--- config.mk ---
export PLATFORM = sky130hd
export DESIGN_NAME = branch_ctl
export DESIGN_NICKNAME = d
export VERILOG_FILES = /design/src/rtl/branch_pkg.sv /design/src/rtl/branch_cond.sv /design/src/rtl/branch_ctl.sv
export SDC_FILE = /design/constraint.sdc
export NUM_CORES = 1
export LEC_CHECK = 0
export ABC_AREA = 1
export BUFFER_PORTS_ARGS = -buffer_cell sky130_fd_sc_hd__buf_2
export CORE_UTILIZATION = 50
export CTS_CLUSTER_DIAMETER = 150
export DETAILED_ROUTE_END_ITERATION = 16
export PLACE_DENSITY = 0.81
export SLEW_MARGIN = 20
export SYNTH_ARGS = -nofsm -noshare
export SYNTH_HDL_FRONTEND = slang
export SYNTH_HIERARCHICAL = 1
export SYNTH_SLANG_ARGS = --single-unit
export TNS_END_PERCENT = 10
--- constraint.sdc ---
create_clock -name Clk -period 2.41 [get_ports Clk]
set_clock_uncertainty 0.15 [all_clocks]
set_input_delay 0 -clock Clk [delete_from_list [all_inputs] [get_ports Clk]]
set_output_delay 0 -clock Clk [all_outputs]
set_load 0.05 [all_outputs]
--- src/rtl/branch_pkg.sv ---
// Shared types for the program-flow controller:
// branch condition codes and run/halt states.
package branch_pkg;

   typedef enum logic [2:0] {
      C_ALWAYS = 3'b000,
      C_EQ     = 3'b001,
      C_NE     = 3'b010,
      C_LT     = 3'b011,
      C_GE     = 3'b100,
      C_CS     = 3'b101,
      C_CC     = 3'b110,
      C_NEVER  = 3'b111
   } cond_e;

   typedef enum logic [1:0] {
      IDLE = 2'd0,
      RUN  = 2'd1,
      HALT = 2'd2
   } state_e;

endpackage

--- src/rtl/branch_cond.sv ---
// Branch condition evaluator: decides whether a conditional
// branch is taken from the registered z/n/c flags.
module branch_cond
   import branch_pkg::*;
(
   input  logic [2:0] br_cond,
   input  logic       z,
   input  logic       n,
   input  logic       c,
   output logic       take
);

   cond_e cond;

   assign cond = cond_e'(br_cond);

   always_comb begin
      take = 1'b0;
      unique case (cond)
         C_ALWAYS: take = 1'b1;
         C_EQ:     take = z;
         C_NE:     take = !z;
         C_LT:     take = n;
         C_GE:     take = !n;
         C_CS:     take = c;
         C_CC:     take = !c;
         C_NEVER:  take = 1'b0;
      endcase
   end

endmodule

--- src/rtl/branch_ctl.sv ---
// Program-flow controller: flag register, program counter,
// run/halt FSM and saturating taken-branch counter.
module branch_ctl
   import branch_pkg::*;
#(
   parameter int PC_W  = 10,
   parameter int CNT_W = 8
) (
   input  logic             Clk,
   input  logic             Reset,
   input  logic             start,
   input  logic             stall,
   input  logic             flag_we,
   input  logic             z_in,
   input  logic             n_in,
   input  logic             c_in,
   input  logic             br_valid,
   input  logic [2:0]       br_cond,
   input  logic [PC_W-1:0]  br_target,
   input  logic             halt_req,
   output logic [PC_W-1:0]  pc,
   output logic             z,
   output logic             n,
   output logic             c,
   output logic             done,
   output logic [CNT_W-1:0] taken_cnt
);

   state_e state;
   logic   take;

   // Evaluated on the registered flags, so a same-cycle
   // flag write is not seen by the branch.
   branch_cond u_cond (
      .br_cond (br_cond),
      .z       (z),
      .n       (n),
      .c       (c),
      .take    (take)
   );

   always_ff @(posedge Clk) begin
      if (Reset) begin
         state     <= IDLE;
         pc        <= '0;
         z         <= 1'b0;
         n         <= 1'b0;
         c         <= 1'b0;
         done      <= 1'b0;
         taken_cnt <= '0;
      end else begin
         if (flag_we) begin
            z <= z_in;
            n <= n_in;
            c <= c_in;
         end
         unique case (state)
            IDLE: begin
               pc   <= '0;
               done <= 1'b0;
               if (start) begin
                  state     <= RUN;
                  taken_cnt <= '0;
               end
            end
            RUN: begin
               if (!stall) begin
                  if (halt_req) begin
                     state <= HALT;
                     done  <= 1'b1;
                  end else if (br_valid && take) begin
                     pc <= br_target;
                     if (taken_cnt != '1)
                        taken_cnt <= taken_cnt + 1'b1;
                  end else begin
                     pc <= pc + 1'b1;
                  end
               end
            end
            HALT: begin
               if (start) begin
                  state     <= RUN;
                  pc        <= '0;
                  done      <= 1'b0;
                  taken_cnt <= '0;
               end
            end
            default: begin
               state <= IDLE;
               pc    <= '0;
               done  <= 1'b0;
            end
         endcase
      end
   end

endmodule
==> metrics.yaml, run 1 <==
outcome:
  outcome: "complete, no violations"
clock_tree:
  cts_tree: "built"
  clkLatencyLatePin_ns: 0.32
  cts_sinks: 24
  cts.clk_slew.worst_paths_ns: 0.14
  cts-buffers-inserted: 3
  htreeDepth: 1
  cts-root-buf: "clkbuf_4"
  cts_setup_buffers: 0
  cts.path.max_buffers: 2
floorplanning:
  die_y_um: 56.39
  num_io_pins: 45
  start_util: 0.5317
  core.rowCount: 19
  die-width_um: 56.39
  dieArea_um2: 3179
  coreArea_um2: 2781
synthesis:
  synth_cell_type_count: 29
  ys_seq_elements: 24
  synthesis.area_um2: 1479
  ys_seq_area_frac: 0.3249
  netlist_instances: 232
  ys_warn_count: 6
  syn-num-nets: 257
  syn_avg_cell_area_um2: 6.375
critical_path:
  crit_top_cell: "dlygate4sd3_1"
  start_kind: "flop"
  cp_slowest_cell: "dlygate4sd3_1"
  crit_path_max_incr_delay_ns: 0.57
  cp_max_fo: 8
  worstPathRequired_ns: 2.52
  cp-end-kind: "flop"
  path_class: "reg -> reg"
  arrival_ns: 2.37
  path_cells: "inv_2 > nor2_4 > o21ai_0 > dlygate4sd3_1 > a21oi_1 > dlygate4sd3_1"
timing:
  fmax_mhz: 442.7
  setup_ws_ns: 0.1510
  slew-limit-headroom: 0.7440
  finalHoldViolations: 0
  final_max_slew_viol_count: 0
  worst_slew_pin_slew_ns: 0.3839
  rsz0062_at_grt: "no"
  finalSetupViolCount: 0
  fin_setup_tns_ns: 0
  fin_crit_sh: 0.9374
  min_period_ns: 2.259
placement:
  gp_congestion: 0.7784
  dpl_cell_area_um2: 1720
  hpwl_um: 2421
  placed_cells: 303
  portBuffers: 44
  pre_cts_ws_ns: 0.7465
global_route:
  antenna_found_initial: 0
  grt_usage: 0.2606
  grt_pass1_wl_um: 6693
  grt_overflow_total: 0
  grt_max_degree: 21
  grt_pass1_vias: 1612
pwr:
  powerDensity_nw_per_um2: 376.7
  vdd_drop_max_mv: 0.5214
  leakagePower_nw: 0.9998
min_path:
  hold_class: "in -> reg"
detailed_routing:
  wire_per_inst_um: 11.69
  drtIter0Drc: 72
  drtPass1Iterations: 5
  vias_per_cell: 5.126
  drc: 0
  antenna_left: 0
  vias: 1743
  finalWirelength_um: 3975
cells_and_area:
  finalInstanceArea_um2: 2086
  finalNonFillerCells: 340
  antenna_cells: 0
  syn_to_final_growth_pct: 41.03
  drive_above_1_share: 0.2071
  fin_nets: 336
run:
  drv_cap: 0
-- logic make-up (layout without fill, tap and decap cells) --
group,count (synthesis),in the layout,synth area share
AO/OA/AOI/OAI,35,35,0.1337
XOR/XNOR,4,4,0.02369
adder cells (fa/ha/maj),2,2,0.01692
buffers and inverters,34,111,0.09222
flip-flops,24,24,0.3249
AND/OR/NAND/NOR,133,133,0.4086
-- cell type report --
cell class	count	area, um2
flip-flops and latches	24	483.0
fillers	222	695.7
repair buffers	79	568.0
well taps	31	38.79
inverters	29	111.4
clock buffers	3	22.52
multi-input cells	174	862.1
-- metal layers --
metal | wire length [um] | global-route usage | share of wire
met5 | 0 | 0 | 0
met4 | 46 | 0.04878 | 0.012
met3 | 204 | 0.05069 | 0.051
met2 | 1908 | 0.4524 | 0.48
met1 | 1816 | 0.3376 | 0.46
-- critical path, delay by kind of cell (launching register included) --
family                 cells  cell delay (ns)
AOI/OAI and AO/OA          2             0.23
buffers and inverters      3             1.23
DFF                        1             0.44
and+or+nand+nor            1             0.16
-- flip-flops by register name, indices dropped and copies added (netlist names) --
| name | cells |
|---|---|
| pc | 10 |
| taken_cnt | 8 |
| state | 2 |
| c | 1 |
| done | 1 |
| n | 1 |
| z | 1 |
-- metrics by stage --
step                      hold WS [ns]  utilization  power (W)
after floorplan               -0.01510            -  0.0005240
after global placement         0.07737       0.6185  0.0005650
after detailed placement       0.07876       0.6185  0.0005666
after CTS                      0.08840       0.7490  0.0007712
after global routing            0.1275       0.7499  0.0008161
final                          0.08030       0.7499  0.0007858
-- cells in the final DEF (no fill, tap or decap), types with 3 or more instances in the layout --
cell type,synthesis,final
inv_1,26,26
nand2_2,4,4
buf_2,2,44
clkbuf_4,0,3
o21ai_0,7,7
dfxtp_1,24,22
nand2_1,62,62
nand3_1,17,17
dlygate4sd3_1,0,34
nand4_1,8,8
a21oi_1,20,20
nor2_1,33,33
xor2_1,3,3
-- Yosys cell counts --
cell type,number,area [um2]
a21oi_1,20,100.1
a31oi_1,1,6.260
buf_2,2,10.01
buf_4,1,7.510
clkbuf_1,2,7.510
dfxtp_1,24,480.5
ha_1,2,25.02
inv_1,26,97.59
inv_2,2,7.510
inv_4,1,6.260
nand2_1,62,232.7
nand2_2,4,25.02
nand2_4,1,11.26
nand2_8,1,20.02
nand3_1,17,85.08
nand3_2,1,10.01
nand3b_1,2,15.01
nand4_1,8,50.05
nor2_1,33,123.9
nor2_2,2,12.51
nor2_4,1,11.26
nor3b_1,1,7.510
o211ai_1,2,15.01
o21ai_0,7,35.03
o21ai_1,2,10.01
o21ai_4,1,16.27
o21bai_1,2,15.01
xnor2_1,1,8.760
xor2_1,3,26.28
-- power breakdown --
group / switching, W / internal (W)
clock: 0.000127 / 0.0000586
sequential: 0.0000112 / 0.000405
combinational: 0.000107 / 0.0000766
total: 0.000245 / 0.000541
-- final timing paths --
path            start        to  slack, ns  depth (start not counted)
max reg2reg  state[0]  state[0]       0.15                          6
min reg2reg     pc[3]     pc[3]       0.36                          2
max          state[0]  state[0]       0.15                          6
min          br_valid     pc[4]       0.08                          6
-- what timing repair did --
item / in CTS / in global routing
endpoints found under the hold margin: 22 / 0
gates resized for setup: 0 / 2
setup endpoints to repair: 0 / 3
hold buffers: 34 / 0
No activity file was read; power rests on OpenSTA's default activity.
==> inputs of run 2 (changes only) <==
--- a/config.mk
+++ b/config.mk
@@ -7,10 +7,10 @@
 export LEC_CHECK = 0
 export ABC_AREA = 1
 export BUFFER_PORTS_ARGS = -buffer_cell sky130_fd_sc_hd__buf_2
-export CORE_UTILIZATION = 50
+export CORE_UTILIZATION = 24
 export CTS_CLUSTER_DIAMETER = 150
 export DETAILED_ROUTE_END_ITERATION = 16
-export PLACE_DENSITY = 0.81
+export PLACE_DENSITY = 0.46
 export SLEW_MARGIN = 20
 export SYNTH_ARGS = -nofsm -noshare
 export SYNTH_HDL_FRONTEND = slang
==> metrics.yaml, run 2 (synthesis results as in run 1) <==
critical_path:
  path_delay_family: "buffers and inverters"
  worst-path-buf-inv: 3  # unchanged
  cp_max_fo: 8  # unchanged
  path_class: "reg -> reg"
  worstPathRequired_ns: 2.48  # -0.04 ns
  timing.rr.start: "state[0]"
  startpoint: "state[0]"
  start_kind: "flop"
  arrival_ns: 2.27  # -0.10 ns
  crit_top_cell: "dlygate4sd3_1"
  path_cells: "inv_2 > nor2_4 > nand3_1 > dlygate4sd3_1 > a21oi_1 > dlygate4sd3_1"
  cp-end-kind: "flop"
  worst_r2r_path_depth: 6  # unchanged
  r2r_end: "state[1]"
  cp_slowest_cell: "dlygate4sd3_1"
  crit_path_max_incr_delay_ns: 0.58  # about the same
  r2r_slack_ns: 0.21  # +0.06 ns
clock_tree:
  cts-root-buf: "clkbuf_8"
  clkLatencyLatePin_ns: 0.27  # -0.05 ns
  cts_tree: "built"
  cts.clk_slew.worst_paths_ns: 0.09  # -0.05 ns
  cts-buffers-inserted: 3  # unchanged
  cts_sinks: 24  # unchanged
  htreeDepth: 1  # unchanged
  cts.path.max_buffers: 2  # unchanged
  cts_setup_buffers: 0  # unchanged
floorplanning:
  start_util: 0.2498  # -0.2819
  die_y_um: 80.50  # +43%
  coreArea_um2: 5921  # +110%
  die-width_um: 80.50  # +43%
  core.rowCount: 28  # +9
  num_io_pins: 45  # unchanged
  dieArea_um2: 6480  # +100%
timing:
  slew-limit-headroom: 0.7208  # -0.02321
  min_period_ns: 2.202  # -0.05700 ns
  fin_setup_tns_ns: 0  # unchanged
  rsz0062_at_grt: "no"
  fin_crit_sh: 0.9137  # -0.02365
  final_max_slew_viol_count: 0  # unchanged
  fmax_mhz: 454.1  # +2.6%
  finalSetupViolCount: 0  # unchanged
  worst_slew_pin_slew_ns: 0.4187  # +0.03481 ns
  finalHoldViolations: 0  # unchanged
global_route:
  grt_max_degree: 21  # unchanged
  grt_pass1_vias: 1457  # -9.6%
  grt_overflow_total: 0  # unchanged
  antenna_found_initial: 0  # unchanged
  grt_usage: 0.1274  # -0.1332
  grt_pass1_wl_um: 6492  # -3.0%
pwr:
  leakagePower_nw: 0.9513  # -4.9%
  vdd_drop_max_mv: 0.1924  # -63%
  powerDensity_nw_per_um2: 457.8  # +22%
detailed_routing:
  wire_per_inst_um: 10.53  # -9.9%
  antenna_left: 0  # unchanged
  drtPass1Iterations: 4  # -1
  drtIter0Drc: 50  # -31%
  finalWirelength_um: 3940  # -0.88%
  vias: 1632  # -6.4%
  vias_per_cell: 4.364  # -15%
  drc: 0  # unchanged
cells_and_area:
  final_common_cell: "nand2_1"
  syn_to_final_growth_pct: 40.52
  layout_common_cells: "62 x nand2_1, 44 x buf_2, 33 x nor2_1"
  drive_above_1_share: 0.2140  # +0.006927
  largest_reg_flops: 10  # unchanged
  antenna_cells: 0  # unchanged
  fin_nets: 325  # -3.3%
  largest-register: "pc"
  top_regs: "pc (10), taken_cnt (8), state (2)"
  finalInstanceArea_um2: 2078  # -0.36%
  fin_util: 0.3510  # -0.3989
placement:
  portBuffers: 44  # unchanged
  dpl_cell_area_um2: 1775  # +3.2%
  gp_congestion: 0.7363  # -5.4%
  hpwl_um: 2779  # +15%
min_path:
  holdPathStages: 5  # -1
  hold_start: "br_target[4]"
  hold_class: "in -> reg"
  holdPathEnd: "pc[4]"
outcome:
  outcome: "complete, no violations"
run:
  drv_cap: 0  # unchanged
[run 2: cell types whose count changed in the layout (fill, tap and decap cells not counted)]
cell / previous run / this run
clkbuf_8: 0 / 3
dlygate4sd3_1: 34 / 23
bufinv_16: 0 / 1
dfxtp_1: 22 / 23
clkbuf_4: 3 / 0
dfxtp_2: 2 / 1
[run 2: cell type report]
class / instances / area [um2]
fill: 648 / 3842
multi-input combinational: 174 / 862.1
sequential: 24 / 481.7
timing repair buffer: 68 / 457.9
inverter: 29 / 111.4
tap: 75 / 93.84
clock buffer: 3 / 41.29
clock inverter: 1 / 30.03
[run 2: worst max path at each step]
stage | slack (ns) | to | cells past startpoint
floorplan | 0.49 | taken_cnt[5] | 11
global placement | 0.70 | pc[6] | 8
detailed placement | 0.71 | pc[8] | 8
CTS | 0.10 | state[1] | 6
global route | 0.11 | state[1] | 6
finish | 0.21 | state[1] | 6
[run 2: report_power, final]
part	total, W	internal (W)	switching (W)
Combinational	0.000174	0.0000702	0.000104
Sequential	0.000416	0.000405	0.0000112
Clock	0.000361	0.000222	0.000139
[run 2: per-layer routing]
metal  global-route usage  share of wire  vias to the layer above
met5                    0              0                        -
met2               0.2017           0.43                       30
met4              0.04286         0.0084                        0
li1                     -              -                      881
met1               0.1762           0.52                      719
met3              0.01591          0.042                        2
[run 2: timing repair]
| action | 4_1_cts | 5_1_grt |
|---|---|---|
| resized for setup | 0 | 1 |
| endpoints found under the hold margin | 16 | 0 |
| hold buffers | 23 | 0 |
| endpoints found under the setup margin | 0 | 1 |
[run 2: stage by stage]
| stage | std cells | total power [W] | setup WS [ns] | hold WS [ns] |
|---|---|---|---|---|
| after floorplan | 232 | 0.0005240 | 0.4913 | -0.01510 |
| after global placement | 347 | 0.0005717 | 0.7008 | 0.08087 |
| after detailed placement | 347 | 0.0005717 | 0.7141 | 0.09328 |
| after CTS | 374 | 0.0009683 | 0.1015 | 0.002188 |
| after global routing | 374 | 0.001001 | 0.1087 | 0.01980 |
| final | 374 | 0.0009514 | 0.2080 | 0.006814 |
[run 2: tightest hold or removal path, delay by kind of cell]
family	cells	cell delay, ns
simple gates	2	0.14
compound gates	2	0.17
buf+inv	1	0.08
